--- config.mk ---
export PLATFORM = sky130hd
export DESIGN_NAME = sdram_arbiter
export DESIGN_NICKNAME = d
export VERILOG_FILES = /design/src/rtl/sdram_arbiter.sv
export SDC_FILE = /design/constraint.sdc
export NUM_CORES = 1
export LEC_CHECK = 0
export CAP_MARGIN = 15
export CELL_PAD_IN_SITES_DETAIL_PLACEMENT = 1
export CELL_PAD_IN_SITES_GLOBAL_PLACEMENT = 1
export CORE_ASPECT_RATIO = 1.1
export CORE_MARGIN = 4
export CORE_UTILIZATION = 34
export DETAILED_ROUTE_END_ITERATION = 6
export HOLD_SLACK_MARGIN = 0.02
export PLACE_DENSITY_LB_ADDON = 0.25
export RECOVER_POWER = 100
export SLEW_MARGIN = 20
export SYNTH_ARGS = -nofsm -noshare
export SYNTH_HDL_FRONTEND = slang
export SYNTH_SLANG_ARGS = --single-unit
--- constraint.sdc ---
create_clock -name clk -period 4.76 [get_ports clk]
set_input_delay 0.952 -clock clk [delete_from_list [all_inputs] [get_ports clk]]
set_output_delay 0.952 -clock clk [all_outputs]
set_load 0.02 [all_outputs]
--- src/rtl/sdram_arbiter.sv ---
// rtl/sdram_arbiter.sv - two-port round-robin SDRAM request arbiter with auto-refresh
// Refresh has priority over clients; each access is one rd/wr/refresh pulse, completion seen via mem_busy.
module sdram_arbiter #(
  parameter int FREQ           = 54_000_000,
  parameter int REFRESH_CYCLES = FREQ/1000/1000*7813/1000
) (
  input  logic        clk,
  input  logic        reset,
  input  logic        p0_req,
  input  logic        p0_we,
  input  logic [24:0] p0_addr,
  input  logic [15:0] p0_din,
  output logic        p0_ack,
  output logic [15:0] p0_dout,
  input  logic        p1_req,
  input  logic        p1_we,
  input  logic [24:0] p1_addr,
  input  logic [15:0] p1_din,
  output logic        p1_ack,
  output logic [15:0] p1_dout,
  output logic        mem_rd,
  output logic        mem_wr,
  output logic        mem_refresh,
  output logic [24:0] mem_addr,
  output logic [15:0] mem_din,
  input  logic [15:0] mem_dout,
  input  logic        mem_busy,
  output logic [23:0] refresh_count
);

  localparam logic [11:0] RC     = 12'(REFRESH_CYCLES);
  localparam logic [11:0] RT_MAX = 12'(2*REFRESH_CYCLES-2);

  typedef enum logic [1:0] {IDLE, ISSUE, WAIT, DONE} state_t;

  state_t      state_q, state_d;
  logic        gnt_q, gnt_d;
  logic        last_q, last_d;
  logic        is_ref_q, is_ref_d;
  logic        we_q, we_d;
  logic        mem_rd_q, mem_rd_d;
  logic        mem_wr_q, mem_wr_d;
  logic        mem_ref_q, mem_ref_d;
  logic [24:0] mem_addr_q, mem_addr_d;
  logic [15:0] mem_din_q, mem_din_d;
  logic        ack0_q, ack0_d;
  logic        ack1_q, ack1_d;
  logic [15:0] dout0_q, dout0_d;
  logic [15:0] dout1_q, dout1_d;
  logic [11:0] refresh_time_q, refresh_time_d;
  logic        pend_q, pend_d;
  logic [23:0] rcount_q, rcount_d;
  logic        pick1;
  logic        sel_we;

  always_comb begin
    state_d        = state_q;
    gnt_d          = gnt_q;
    last_d         = last_q;
    is_ref_d       = is_ref_q;
    we_d           = we_q;
    mem_rd_d       = 1'b0;
    mem_wr_d       = 1'b0;
    mem_ref_d      = 1'b0;
    mem_addr_d     = mem_addr_q;
    mem_din_d      = mem_din_q;
    ack0_d         = 1'b0;
    ack1_d         = 1'b0;
    dout0_d        = dout0_q;
    dout1_d        = dout1_q;
    rcount_d       = rcount_q;
    // On a tie, port 1 wins only when port 0 was granted last.
    pick1          = p1_req && (!p0_req || !last_q);
    sel_we         = pick1 ? p1_we : p0_we;
    refresh_time_d = (refresh_time_q == RT_MAX) ? refresh_time_q : refresh_time_q + 12'd1;
    pend_d         = pend_q || (refresh_time_q == RC);

    case (state_q)
      IDLE: begin
        if (!mem_busy) begin
          if (pend_q) begin
            mem_ref_d      = 1'b1;
            is_ref_d       = 1'b1;
            refresh_time_d = refresh_time_q - RC;
            pend_d         = 1'b0;
            rcount_d       = rcount_q + 24'd1;
            state_d        = ISSUE;
          end else if (p0_req || p1_req) begin
            gnt_d      = pick1;
            last_d     = pick1;
            is_ref_d   = 1'b0;
            we_d       = sel_we;
            mem_addr_d = pick1 ? p1_addr : p0_addr;
            mem_din_d  = pick1 ? p1_din : p0_din;
            mem_wr_d   = sel_we;
            mem_rd_d   = !sel_we;
            state_d    = ISSUE;
          end
        end
      end
      ISSUE: state_d = WAIT;
      WAIT: begin
        if (!mem_busy) begin
          if (is_ref_q) begin
            state_d = IDLE;
          end else begin
            if (!we_q && !gnt_q) dout0_d = mem_dout;
            if (!we_q && gnt_q)  dout1_d = mem_dout;
            ack0_d  = !gnt_q;
            ack1_d  = gnt_q;
            state_d = DONE;
          end
        end
      end
      DONE: state_d = IDLE;
      default: state_d = IDLE;
    endcase
  end

  always_ff @(posedge clk) begin
    if (reset) begin
      state_q        <= IDLE;
      gnt_q          <= 1'b0;
      last_q         <= 1'b1;
      is_ref_q       <= 1'b0;
      we_q           <= 1'b0;
      mem_rd_q       <= 1'b0;
      mem_wr_q       <= 1'b0;
      mem_ref_q      <= 1'b0;
      mem_addr_q     <= '0;
      mem_din_q      <= '0;
      ack0_q         <= 1'b0;
      ack1_q         <= 1'b0;
      dout0_q        <= '0;
      dout1_q        <= '0;
      refresh_time_q <= '0;
      pend_q         <= 1'b0;
      rcount_q       <= '0;
    end else begin
      state_q        <= state_d;
      gnt_q          <= gnt_d;
      last_q         <= last_d;
      is_ref_q       <= is_ref_d;
      we_q           <= we_d;
      mem_rd_q       <= mem_rd_d;
      mem_wr_q       <= mem_wr_d;
      mem_ref_q      <= mem_ref_d;
      mem_addr_q     <= mem_addr_d;
      mem_din_q      <= mem_din_d;
      ack0_q         <= ack0_d;
      ack1_q         <= ack1_d;
      dout0_q        <= dout0_d;
      dout1_q        <= dout1_d;
      refresh_time_q <= refresh_time_d;
      pend_q         <= pend_d;
      rcount_q       <= rcount_d;
    end
  end

  assign mem_rd        = mem_rd_q;
  assign mem_wr        = mem_wr_q;
  assign mem_refresh   = mem_ref_q;
  assign mem_addr      = mem_addr_q;
  assign mem_din       = mem_din_q;
  assign p0_ack        = ack0_q;
  assign p1_ack        = ack1_q;
  assign p0_dout       = dout0_q;
  assign p1_dout       = dout1_q;
  assign refresh_count = rcount_q;

endmodule

After elaboration in Yosys (flattened, before gate mapping)
Index checks and enable logic that the tools add are counted.
- register bits after elaboration: 121
- input port bits: 105
- output and inout port bits: 102
- $add $sub $neg: 3
- eq/ne operators: 8
- muxes and demuxes: 19
- bitwise gates (word level): 6
- reductions and logical operators: 22
- operator list (kind ; count):
    $mux W12 ; 4
    $mux W25 ; 1
    $add A24 B1 Y24 const B ; 1
    $mux W16 ; 1
    $add A12 B1 Y12 const B ; 1
    $eq A12 B10 Y1 const B ; 1
    $eq A12 B9 Y1 const B ; 1
    $reduce_and A4 Y1 ; 3
    $sub A12 B9 Y12 const B ; 1
    $mux W2 ; 5
    $reduce_and A3 Y1 ; 3
    $pmux W2 S4 ; 1
    $mux W1 ; 7
    $not A1 Y1 ; 6
    $logic_not A1 Y1 ; 5
    $reduce_or A5 Y1 ; 1
    $eq A2 B2 Y1 const B ; 2
    $ne A2 B2 Y1 const B ; 2
    $reduce_or A4 Y1 ; 1
    $logic_and A1 B1 Y1 ; 3
    $logic_or A1 B1 Y1 ; 3
    $ne A3 B3 Y1 const B ; 1
    $reduce_or A3 Y1 ; 1
    $eq A2 B1 Y1 const B ; 1
    other kinds (2) ; 2

Longest topological paths before layout
Gate-level depths: netlist of run 1.
- depth in word-level cells: 5
- depth in mapped cells: 7
- mapped depth without buffers: 7

Least setup slack after synthesis of run 1
Ideal clock, no wire load.
- path kind: in2reg
- start: input port mem_busy
- end: register mem_addr_q[10] (netlist: mem_addr[10])
- arrival time: 2322 ps
- slack: 2352 ps
- stages on the path: 7
- path buffers: 3
- cells stage by stage: or2_1 > clkbuf_1 > nor4_2 > clkbuf_1 > buf_2 > nor2_1 > a211oi_1
- word-level cells in the longest chain between the ends: 2
- RTL lines (what ; RTL line ; RTL):
    start, declared ; 27 ; input logic mem_busy,
    $not A1 Y1 (no line) ; n/a ;
    $reduce_and A4 Y1 (no line) ; n/a ;
    end signal, assigned ; 148 ; mem_addr_q <= mem_addr_d;
    end, declared ; 44 ; logic [24:0] mem_addr_q, mem_addr_d;
No other way between the ends.
A chain may end at the register's enable or synchronous reset.

Final worst setup path of run 1
- start: input port mem_busy
- end: register mem_addr_q[14] (netlist: mem_addr[14])
The elaborated chain is that of the path after synthesis.

==> impl_summary.log, run 1 <==
[metrics] grt total ovfl: 0
[metrics] area growth from synthesis to final layout: 51.3%
[metrics] end point of the critical path: mem_addr[14]$_SDFFE_PP0P_
[metrics] pin slew with the least headroom to its limit: 1.54 ns
[metrics] failing checks: max-capacitance violations, max-slew violations
[metrics] total of warnings raised by yosys: 0
[metrics] setup repair after global routing missed its margin: false
[metrics] vias in the first global route: 5,200
[metrics] post-route antenna net violation count: 0
[metrics] maximum ir drop on the vdd rail: 264 uV
[metrics] count of endpoints failing hold in the final timing report: 0
[metrics] Async SR Flop Fraction: 0
[metrics] endpoint of the most critical register-to-register path: p0_dout[12]$_SDFFE_PP0P_
[metrics] startpoint of the worst register-to-register path: state_q[1]$_SDFFE_PP0P_
[metrics] combined global-route utilization of all metal layers: 0.186
[metrics] static leakage: ~3.3 nW
[metrics] DIE HEIGHT: 139 um
[metrics] Die Area: roughly 0.018 mm^2
[metrics] Chip Width: 127 um
[metrics] DR pass1 iterations: 4
[metrics] core area: 0.0152 mm^2
[metrics] CP Data Required Time: 5.07 ns
[metrics] drt first-iter violations: 211
[metrics] setup slack of the worst register-to-register path: 2.16 ns
[metrics] final-layout worst hold slack: 0.462 ns
[metrics] Synth area leaders: sky130_fd_sc_hd__dfxtp_1 46%, sky130_fd_sc_hd__mux2i_1 14%, sky130_fd_sc_hd__nor2_1 8.1%
[metrics] cell area after synthesis: 0.00528 mm^2
[metrics] Post-Route Skew: 0.00656 ns
[metrics] number of vias per cell: about 5
[metrics] Layout Nets: 865
[metrics] Slew headroom: -0.0279
[metrics] highest achievable clock rate: 296 MHz
[metrics] TNS Setup: 0 ns
[metrics] cts hold-fix bufs: 0
[metrics] effective utilization at floorplan: 0.348
[metrics] wire length of the first global-routing pass: between 20,000 and 30,000 um
[metrics] routed length per placed instance: 16.8 um
[metrics] synthesized netlist cell count: roughly 570
[metrics] number of cell rows: 47
[metrics] critical path peak fanout: 85
[metrics] Arrival @ worst endpoint: 3.69 ns
[metrics] worst slack at placement: 1.46 ns
[metrics] CP Launch Point: mem_busy
[metrics] clock period minus final worst setup slack: 3.38 ns
[metrics] post-placement cell area: 0.00747 mm^2
[metrics] ANT cells: 0
[metrics] total number of vias: 4,833
[metrics] CTS clock-pin slew for the worst setup and hold paths: 0.05 ns
[metrics] Max Root-Sink Buffers: 2
[metrics] run status: finished with violations
[metrics] leading cell types in the layout, fill and taps excluded: 121 x sky130_fd_sc_hd__dfxtp_1, 114 x sky130_fd_sc_hd__nor2_1, 104 x sky130_fd_sc_hd__dlygate4sd3_1, 101 x sky130_fd_sc_hd__clkdlybuf4s50_1, 74 x sky130_fd_sc_hd__mux2i_1
[metrics] Total Power Consumption: between 2 and 3 mW
[metrics] most common flop cell mapped by yosys: sky130_fd_sc_hd__dfxtp_1
[metrics] H-tree depth: 4
[metrics] antenna violations before repair: 1
[metrics] TritonCTS clock tree: done
[metrics] final wirelength: between 15,000 and 20,000 um
[metrics] nature of the critical path startpoint: input pin
[metrics] max-slew violations: 86
[metrics] final worst path period share: 0.710
[metrics] post-CTS setup repair buffer count: 0
[metrics] fraction of synthesized cell area taken by the top area cell type: 0.459
[metrics] area taken by flip-flops and latches: 0.00242 mm^2
[metrics] number of design rule violations left after detail routing: 0
[metrics] path type of the worst min-delay path: flop to flop
[metrics] Finish-stage setup viols: 0
[metrics] fin area: 0.00799 mm^2
[metrics] fraction of final layout cells sized beyond drive strength 1: 0.0470
[metrics] Synth Register Bits: about 120
[metrics] cells resized by post-CTS repair: 0
[metrics] count of input and output buffers: 206
[metrics] count of flip-flops with a built-in enable after synthesis: 0
[metrics] Final Worst Setup Slack: roughly 1.4 ns
[metrics] clock latency of the later-clocked register in the worst-skew pair: 0.41 ns
[metrics] share of the yosys chip area belonging to registers: 0.459
[metrics] number of nets produced by synthesis: around 700
[metrics] PD cells: between 300 and 400 mW/mm^2
[metrics] GPL Wtd Cong: 0.790
[metrics] area occupied by multi-input gates: approximately 0.0026 mm^2
[metrics] top-level port count: 207
[metrics] pin count of the biggest net entering global routing: 86
[metrics] most common cell after layout, fill and taps aside: sky130_fd_sc_hd__dfxtp_1
[metrics] clock buffer count from CTS: 17
[metrics] leading area contributor after synthesis: sky130_fd_sc_hd__dfxtp_1
[metrics] Synth cell types: 51
[metrics] Max-cap violations: 1
[metrics] root buffer cell: sky130_fd_sc_hd__clkbuf_16
[metrics] crit path kind: input pin to flop
[metrics] Avg Inst Size Synth: 9.25 um^2
[metrics] depth of the worst register-to-register path: 5
[metrics] placed wire-length estimate: about 12,000 um
[metrics] CTS sink cnt: ~120
[metrics] fill cell instance count of the final layout: about 1,700
[metrics] Critical Path Sink Type: flop
==> cell families after synthesis <==
kind of cell | after synthesis | share of synthesized area
xor gates and xnor gates | 32 | 0.0531
muxes | 74 | 0.140
adders and majority gates | 4 | 0.00948
AOI/OAI and AO/OA | 80 | 0.107
buffers and inverters | 54 | 0.0405
DFF | 121 | 0.459
and+or+nand+nor | 206 | 0.191
==> report_power, final <==
group / total (mW) / switching, mW / internal, mW
clock: 1.27 / 0.442 / 0.828
combinational: 0.365 / 0.177 / 0.188
sequential: 1.08 / 0.0267 / 1.06
total: 2.72 / 0.646 / 2.07
==> Yosys cell counts, types with 2 or more instances <==
master,number
sky130_fd_sc_hd__nor3_2,4
sky130_fd_sc_hd__nor3b_1,3
sky130_fd_sc_hd__nor4_1,3
sky130_fd_sc_hd__nor3_1,10
sky130_fd_sc_hd__and4_1,3
sky130_fd_sc_hd__o31a_1,2
sky130_fd_sc_hd__o211ai_1,2
sky130_fd_sc_hd__o21ai_0,4
sky130_fd_sc_hd__mux2i_1,74
sky130_fd_sc_hd__dfxtp_1,121
sky130_fd_sc_hd__and2_1,2
sky130_fd_sc_hd__a31oi_1,2
sky130_fd_sc_hd__nor2b_1,4
sky130_fd_sc_hd__nand2b_1,5
sky130_fd_sc_hd__o31ai_1,2
sky130_fd_sc_hd__xor2_1,10
sky130_fd_sc_hd__inv_1,8
sky130_fd_sc_hd__and3_1,8
sky130_fd_sc_hd__nand3_1,11
sky130_fd_sc_hd__nor2_1,114
sky130_fd_sc_hd__ha_1,4
sky130_fd_sc_hd__a211oi_1,42
sky130_fd_sc_hd__a21oi_1,13
sky130_fd_sc_hd__or2_1,2
sky130_fd_sc_hd__nand3b_1,2
sky130_fd_sc_hd__buf_2,9
sky130_fd_sc_hd__nand4_1,8
sky130_fd_sc_hd__nor4_2,3
sky130_fd_sc_hd__clkbuf_1,36
sky130_fd_sc_hd__nand2_1,16
sky130_fd_sc_hd__xnor2_1,22
sky130_fd_sc_hd__nor4b_1,2
sky130_fd_sc_hd__o22ai_1,2
==> cell type report <==
| cell class | instances | area share |
|---|---|---|
| flip-flops and latches | 121 | 0.303 |
| inverters | 8 | 0.00376 |
| repair buffers | 212 | 0.261 |
| clock inverters | 7 | 0.0116 |
| clock buffers | 22 | 0.0618 |
| multi-input cells | 396 | 0.328 |
| well taps | 196 | 0.0307 |
==> critical path, stage by stage <==
cell	delay, ns
sky130_fd_sc_hd__dlygate4sd3_1	0.58
sky130_fd_sc_hd__or2_0	0.35
sky130_fd_sc_hd__nor4_4	0.24
sky130_fd_sc_hd__clkbuf_2	1.14
sky130_fd_sc_hd__nor2_1	0.10
sky130_fd_sc_hd__a211oi_1	0.27
==> per-layer routing <==
layer  track usage  up-vias  wire length [um]
met1         0.202     2266              6410
met2         0.320      167              8010
met4        0.0785        2               461
met5             0        -                 7
li1              -     2363                 -
met3        0.0720       35              1230
==> registers in the layout, summed over array words and instances, names as in the netlist, 2 cells and up <==
register,cells
mem_din,16
mem_addr,25
refresh_time_q,12
p1_dout,16
p0_dout,16
state_q,2
refresh_count,24
==> how the worst min path moves through the flow <==
stage | end | from | depth (start not counted) | slack, ns
final | last_q$_SDFFE_PP1P_ | last_q$_SDFFE_PP1P_ | 1 | 0.46
after detailed placement | state_q[0]$_SDFFE_PP0P_ | is_ref_q$_SDFFE_PP0P_ | 1 | 0.47
after floorplan | last_q$_SDFFE_PP1P_ | last_q$_SDFFE_PP1P_ | 1 | 0.43
after CTS | mem_addr[6]$_SDFFE_PP0P_ | mem_addr[6]$_SDFFE_PP0P_ | 2 | 0.50
after global routing | last_q$_SDFFE_PP1P_ | last_q$_SDFFE_PP1P_ | 1 | 0.48
after global placement | p0_ack$_SDFF_PP0_ | gnt_q$_SDFFE_PP0P_ | 1 | 0.47
==> stage by stage <==
step / utilization / instances
5_1_grt: 0.527 / 962
3_3_place_gp: 0.493 / 933
2_1_floorplan: - / 571
3_5_place_dp: 0.493 / 933
6_report: 0.527 / 962
4_1_cts: 0.531 / 962
Note: power is estimated with default switching activity, not from simulation.
==> run 2: changes to the inputs <==
CORE_UTILIZATION = 29   (was 34)
clock period = 3 ns   (was 4.76 ns; I/O delays follow)
==> run 2 against run 1 <==
  * The run now ends clean
  * Setup slack lost 0.80 ns
  * Power grew 58%
  * Worst hold slack gained 0.023 ns
  * Sequential share of layout area shrank 0.34 points
  * Routed wire length grew 2.8%
  * Largest power group unchanged
  * Highest routed layer is now met4
==> impl_summary.log, run 2 (same netlist as run 1, synthesis figures left out) <==
[metrics] combined global-route utilization of all metal layers: 0.164
[metrics] flip-flop count of the largest register, all copies and words added: 25
[metrics] relative contribution of combinational cells to total power: 0.136
[metrics] Total Power Consumption: between 4 and 5 mW
[metrics] Critical-path top delay cell: sky130_fd_sc_hd__dlygate4sd3_1
[metrics] WP buf/inv: 2
[metrics] clock latency of the later-clocked register in the worst-skew pair: 0.41 ns
[metrics] cells resized by post-CTS repair: 0
[metrics] max-slew violations: 0
[metrics] most common cell after layout, fill and taps aside: sky130_fd_sc_hd__dfxtp_1
[metrics] final wirelength: 16,600 um
[metrics] clock period minus final worst setup slack: 2.42 ns
[metrics] total number of vias: 4,780
[metrics] count of endpoints failing hold in the final timing report: 0
[metrics] critical path peak fanout: 85
[metrics] number of design rule violations left after detail routing: 0
[metrics] fill cell instance count of the final layout: 1,988
[metrics] clock buffer count from CTS: 17
[metrics] ANT cells: 0
[metrics] root buffer cell: sky130_fd_sc_hd__clkbuf_16
[metrics] Post-Route Skew: 0.00599 ns
[metrics] antenna violations before repair: 0
[metrics] nature of the critical path startpoint: input pin
[metrics] grt total ovfl: 0
[metrics] number of cell rows: 51
[metrics] drt first-iter violations: 76
[metrics] TritonCTS clock tree: done
[metrics] worst path cell trace: dlygate4sd3_1 > or2_0 > nor4_1 > buf_12 > nor2_1 > a211oi_1
[metrics] stage delay of the slowest cell on the critical path: 0.58 ns
[metrics] Finish-stage setup viols: 0
[metrics] routed length per placed instance: 16.4 um
[metrics] post-CTS setup repair buffer count: 0
[metrics] pin slew with the least headroom to its limit: approximately 0.70 ns
[metrics] final worst path period share: 0.806
[metrics] CTS clock-pin slew for the worst setup and hold paths: 0.06 ns
[metrics] placed wire-length estimate: ~13,000 um
[metrics] number of vias per cell: 4.74
[metrics] Max Root-Sink Buffers: 2
[metrics] core area: 0.0178 mm^2
[metrics] Arrival @ worst endpoint: 2.73 ns
[metrics] top-level port count: 207
[metrics] Pint: 3.25 mW
[metrics] setup repair after global routing missed its margin: false
[metrics] cts hold-fix bufs: 0
[metrics] sequential share of power: 0.402
[metrics] leading cell types in the layout, fill and taps excluded: 121 x sky130_fd_sc_hd__dfxtp_1, 114 x sky130_fd_sc_hd__nor2_1, 103 x sky130_fd_sc_hd__dlygate4sd3_1, 102 x sky130_fd_sc_hd__clkdlybuf4s50_1, 74 x sky130_fd_sc_hd__mux2i_1
[metrics] effective utilization at floorplan: 0.297
[metrics] largest delay contributor family on the critical path: buffers and inverters
[metrics] path type of the worst min-delay path: flop to flop
[metrics] Layout Nets: 868
[metrics] Die Area: 0.0204 mm^2
[metrics] CP Data Required Time: 3.31 ns
[metrics] count of input and output buffers: 206
[metrics] H-tree depth: 4
[metrics] post-route antenna net violation count: 0
[metrics] wire length of the first global-routing pass: 26,300 um
[metrics] Max-cap violations: 0
[metrics] static leakage: 3.30 nW
[metrics] Chip Width: ~140 um
[metrics] GPL Wtd Cong: 0.759
[metrics] DIE HEIGHT: between 100 and 150 um
[metrics] run status: finished clean
[metrics] Critical Path Sink Type: flop
[metrics] highest achievable clock rate: a little over 400 MHz
[metrics] maximum ir drop on the vdd rail: approximately 380 uV
[metrics] Cells after DPL: approximately 980
[metrics] relative contribution of the clock network to total power: 0.463
[metrics] PD cells: approximately 530 mW/mm^2
[metrics] vias in the first global route: around 5,000
[metrics] area growth from synthesis to final layout: 53.0%
[metrics] Slew headroom: 0.536
[metrics] pin count of the biggest net entering global routing: 86
[metrics] CTS sink cnt: between 100 and 150
[metrics] TNS Setup: 0 ns
[metrics] switching power: 1.03 mW
[metrics] switch share: 0.241
[metrics] fraction of final layout cells sized beyond drive strength 1: 0.0519
[metrics] crit path kind: input pin to flop
[metrics] DR pass1 iterations: 4
[metrics] number of standard cells in the layout, taps in and fillers out: 1,009
## run 2: cell type report
class / instances / area, um^2 / share of cell area
multi-input combinational: 396 / 2620 / 0.324
sequential: 121 / 2420 / 0.300
timing repair buffer: 215 / 2140 / 0.265
clock buffer: 23 / 478 / 0.0591
tap: 238 / 298 / 0.0368
clock inverter: 8 / 95.1 / 0.0118
inverter: 8 / 30.0 / 0.00372
## run 2: worst register-to-register path, stage by stage, from the launching register on
cell	delay, ns
sky130_fd_sc_hd__dfxtp_1	0.41
sky130_fd_sc_hd__or4b_1	0.62
sky130_fd_sc_hd__clkbuf_1	0.35
sky130_fd_sc_hd__nor3_1	0.27
sky130_fd_sc_hd__a21oi_1	0.08
sky130_fd_sc_hd__xor2_1	0.18
sky130_fd_sc_hd__nor2_1	0.05
## run 2: worst paths after layout
kind                                 from                            to  slack (ns)  cells after the start
hold / removal    p0_dout[9]$_SDFFE_PP0P_       p0_dout[9]$_SDFFE_PP0P_        0.48                      2
setup / recovery                 mem_busy     mem_addr[12]$_SDFFE_PP0P_        0.58                      6
setup reg to reg  state_q[1]$_SDFFE_PP0P_  refresh_time_q[4]$_SDFF_PP0_        0.92                      6
hold reg to reg   p0_dout[9]$_SDFFE_PP0P_       p0_dout[9]$_SDFFE_PP0P_        0.48                      2
## run 2: power by group through the flow
stage / logic (mW) / registers [mW] / clock network (mW)
finish: 0.581 / 1.72 / 1.98
global route: 0.635 / 1.73 / 2.13
CTS: 0.618 / 1.73 / 2.04
detailed placement: 0.616 / 1.76 / 0
global placement: 0.604 / 1.75 / 0
floorplan: 0.218 / 1.82 / 0
## run 2: per-layer routing
metal / track usage / vias to the layer above / routed length, um
met5: 0 / - / 0
met1: 0.176 / 2228 / 6540
li1: - / 2371 / -
met3: 0.0780 / 19 / 1570
met4: 0.0554 / 0 / 269
met2: 0.282 / 162 / 8190
## run 2: metrics by stage
step / hold WS, ns / area, um^2 / setup WS, ns / utilization
2_1_floorplan: 0.430 / 5280 / 0.944 / -
3_3_place_gp: 0.476 / 7570 / 0.492 / 0.425
4_1_cts: 0.494 / 8150 / 0.854 / 0.458
3_5_place_dp: 0.485 / 7570 / 0.445 / 0.425
6_report: 0.485 / 8080 / 0.581 / 0.454
5_1_grt: 0.516 / 8080 / 0.436 / 0.454
==> run 3: changes to the inputs <==
CORE_UTILIZATION = 32   (was 29)
clock period = 2.5 ns   (was 3 ns; I/O delays follow)
==> run 3 against run 2 <==
  * Clock skew increased by 0.0027 ns
  * Clock-buffer cell count decreased by 4
  * Via count increased by 2.2%
  * Sequential cell count unchanged
  * Routed wire length decreased by 1.7%
  * Clock power increased by 31%
  * Non-clock buffer count increased by 1
  * Highest routed layer unchanged
==> impl_summary.log, run 3 (same netlist as run 1, synthesis figures left out) <==
[metrics] Die Area: 0.0186 mm^2
[metrics] fill cell instance count of the final layout: 1,821
[metrics] area growth from synthesis to final layout: 54.8%
[metrics] placed wire-length estimate: 12,100 um
[metrics] post-CTS setup repair buffer count: 0
[metrics] hold_sp: reset
[metrics] endpoint of the most critical register-to-register path: refresh_count[11]$_SDFFE_PP0P_
[metrics] Slew headroom: 0.598
[metrics] post-route antenna net violation count: 0
[metrics] setup slack of the worst register-to-register path: between 0.4 and 0.5 ns
[metrics] crit path kind: input pin to flop
[metrics] Critical Path Sink Type: flop
[metrics] grt total ovfl: 0
[metrics] Post-Route Skew: between 0.008 and 0.009 ns
[metrics] TNS Setup: 0 ns
[metrics] clock buffer count from CTS: 17
[metrics] pin count of the biggest net entering global routing: 109
[metrics] final worst path period share: 0.904
[metrics] nature of the critical path startpoint: input pin
[metrics] startpoint of the worst register-to-register path: state_q[1]$_SDFFE_PP0P_
[metrics] clock period minus final worst setup slack: approximately 2.3 ns
[metrics] count of input and output buffers: 206
[metrics] CP Data Required Time: 2.78 ns
[metrics] total number of vias: 4,887
[metrics] area occupied by multi-input gates: roughly 0.0027 mm^2
[metrics] wire length of the first global-routing pass: 26,300 um
[metrics] Critical-path top delay cell: sky130_fd_sc_hd__dlygate4sd3_1
[metrics] path type of the worst min-delay path: input pin to flop
[metrics] pin slew with the least headroom to its limit: 0.603 ns
[metrics] clock latency of the later-clocked register in the worst-skew pair: roughly 0.41 ns
[metrics] combined global-route utilization of all metal layers: 0.177
[metrics] maximum ir drop on the vdd rail: ~420 uV
[metrics] post-placement cell area: 0.00756 mm^2
[metrics] Max Root-Sink Buffers: 2
[metrics] top-level port count: a little over 200
[metrics] number of cell rows: 49
[metrics] PD cells: about 660 mW/mm^2
[metrics] Layout Nets: 869
[metrics] core area: 0.0162 mm^2
[metrics] fin area: 0.00818 mm^2
[metrics] GPL Wtd Cong: slightly above 0.8
[metrics] Max-cap violations: 0
[metrics] flip-flop count of the largest register, all copies and words added: 25
[metrics] Finish-stage setup viols: 0
[metrics] final wirelength: 16,300 um
[metrics] cts hold-fix bufs: 0
[metrics] stage delay of the slowest cell on the critical path: between 0.5 and 0.6 ns
[metrics] DR pass1 iterations: 4
[metrics] most common cell after layout, fill and taps aside: sky130_fd_sc_hd__dfxtp_1
[metrics] setup repair after global routing missed its margin: false
[metrics] static leakage: 3.33 nW
[metrics] routed length per placed instance: 16.7 um
[metrics] number of design rule violations left after detail routing: 0
[metrics] highest achievable clock rate: 443 MHz
[metrics] fraction of final layout cells sized beyond drive strength 1: 0.0621
[metrics] Worst Hold Endpoint: gnt_q$_SDFFE_PP0P_
[metrics] Hold Path Stages: 2
[metrics] antenna violations before repair: 0
[metrics] count of endpoints failing hold in the final timing report: 0
[metrics] ANT cells: 0
[metrics] critical path peak fanout: 6
[metrics] run status: finished clean
[metrics] Chip Width: 130 um
[metrics] TritonCTS clock tree: done
[metrics] cells resized by post-CTS repair: 0
[metrics] drt first-iter violations: 169
[metrics] DIE HEIGHT: 143 um
[metrics] max-slew violations: 0
[metrics] leading cell types in the layout, fill and taps excluded: 121 x sky130_fd_sc_hd__dfxtp_1, 114 x sky130_fd_sc_hd__nor2_1, 103 x sky130_fd_sc_hd__dlygate4sd3_1, 102 x sky130_fd_sc_hd__clkdlybuf4s50_1, 74 x sky130_fd_sc_hd__mux2i_1
[metrics] effective utilization at floorplan: 0.325
[metrics] area taken by flip-flops and latches: 0.00242 mm^2
[metrics] vias in the first global route: roughly 5,300
[metrics] Final Util: 0.503
[metrics] root buffer cell: sky130_fd_sc_hd__clkbuf_16
[metrics] number of vias per cell: 5.00
[metrics] H-tree depth: 4
[metrics] Total Power Consumption: 5.37 mW
[metrics] CTS clock-pin slew for the worst setup and hold paths: 0.05 ns
[metrics] Arrival @ worst endpoint: 2.54 ns
[metrics] CTS sink cnt: ~120
[metrics] depth of the worst register-to-register path: 5
[metrics] worst path cell trace: dlygate4sd3_1 > or4b_1 > or2_0 > nor3_1 > xnor2_1 > nor2_1
run 3: per-stage QoR:
stage	cells	hold slack, ns	setup WS [ns]
after floorplan	571	0.430	0.544
after global placement	945	0.467	0.0781
after CTS	977	0.359	0.449
after detailed placement	945	0.473	0.0270
final	977	0.376	0.241
after global routing	977	0.370	0.153
run 3: worst max-delay path: cells and delay by family:
kind | cells | cell delay [ns]
XOR/XNOR | 1 | 0.16
buffers and inverters | 1 | 0.59
AND/OR/NAND/NOR | 4 | 1.29
run 3: cell type report:
type | count | area share
flip-flops and latches | 121 | 0.296
multi-input cells | 396 | 0.325
well taps | 204 | 0.0312
repair buffers | 216 | 0.266
clock buffers | 19 | 0.0542
inverters | 8 | 0.00367
clock inverters | 13 | 0.0236
run 3: worst max-delay path by stage:
stage | cells past startpoint | start | endpoint | slack, ns
detailed placement | 6 | mem_busy | refresh_count[19]$_SDFFE_PP0P_ | 0.03
global placement | 6 | mem_busy | refresh_count[21]$_SDFFE_PP0P_ | 0.08
CTS | 1 | refresh_count[18]$_SDFFE_PP0P_ | refresh_count[18] | 0.45
floorplan | 7 | mem_busy | mem_addr[10]$_SDFFE_PP0P_ | 0.54
finish | 6 | mem_busy | refresh_count[11]$_SDFFE_PP0P_ | 0.24
global route | 6 | mem_busy | refresh_count[11]$_SDFFE_PP0P_ | 0.15
run 3: metal layers:
layer  GRT usage  vias to the layer above  wire, um
li1            -                     2379         -
met1       0.194                     2290      6330
met2       0.300                      185      7980
met3      0.0733                       33      1470
met4      0.0731                        0       516
met5           0                        -         0
run 3: report_power, final:
group,leakage [nW],internal (mW),switching (mW)
clock network,0.304,1.70,0.897
logic,2.05,0.364,0.345
registers,0.985,2.01,0.0507
total,3.33,4.08,1.29
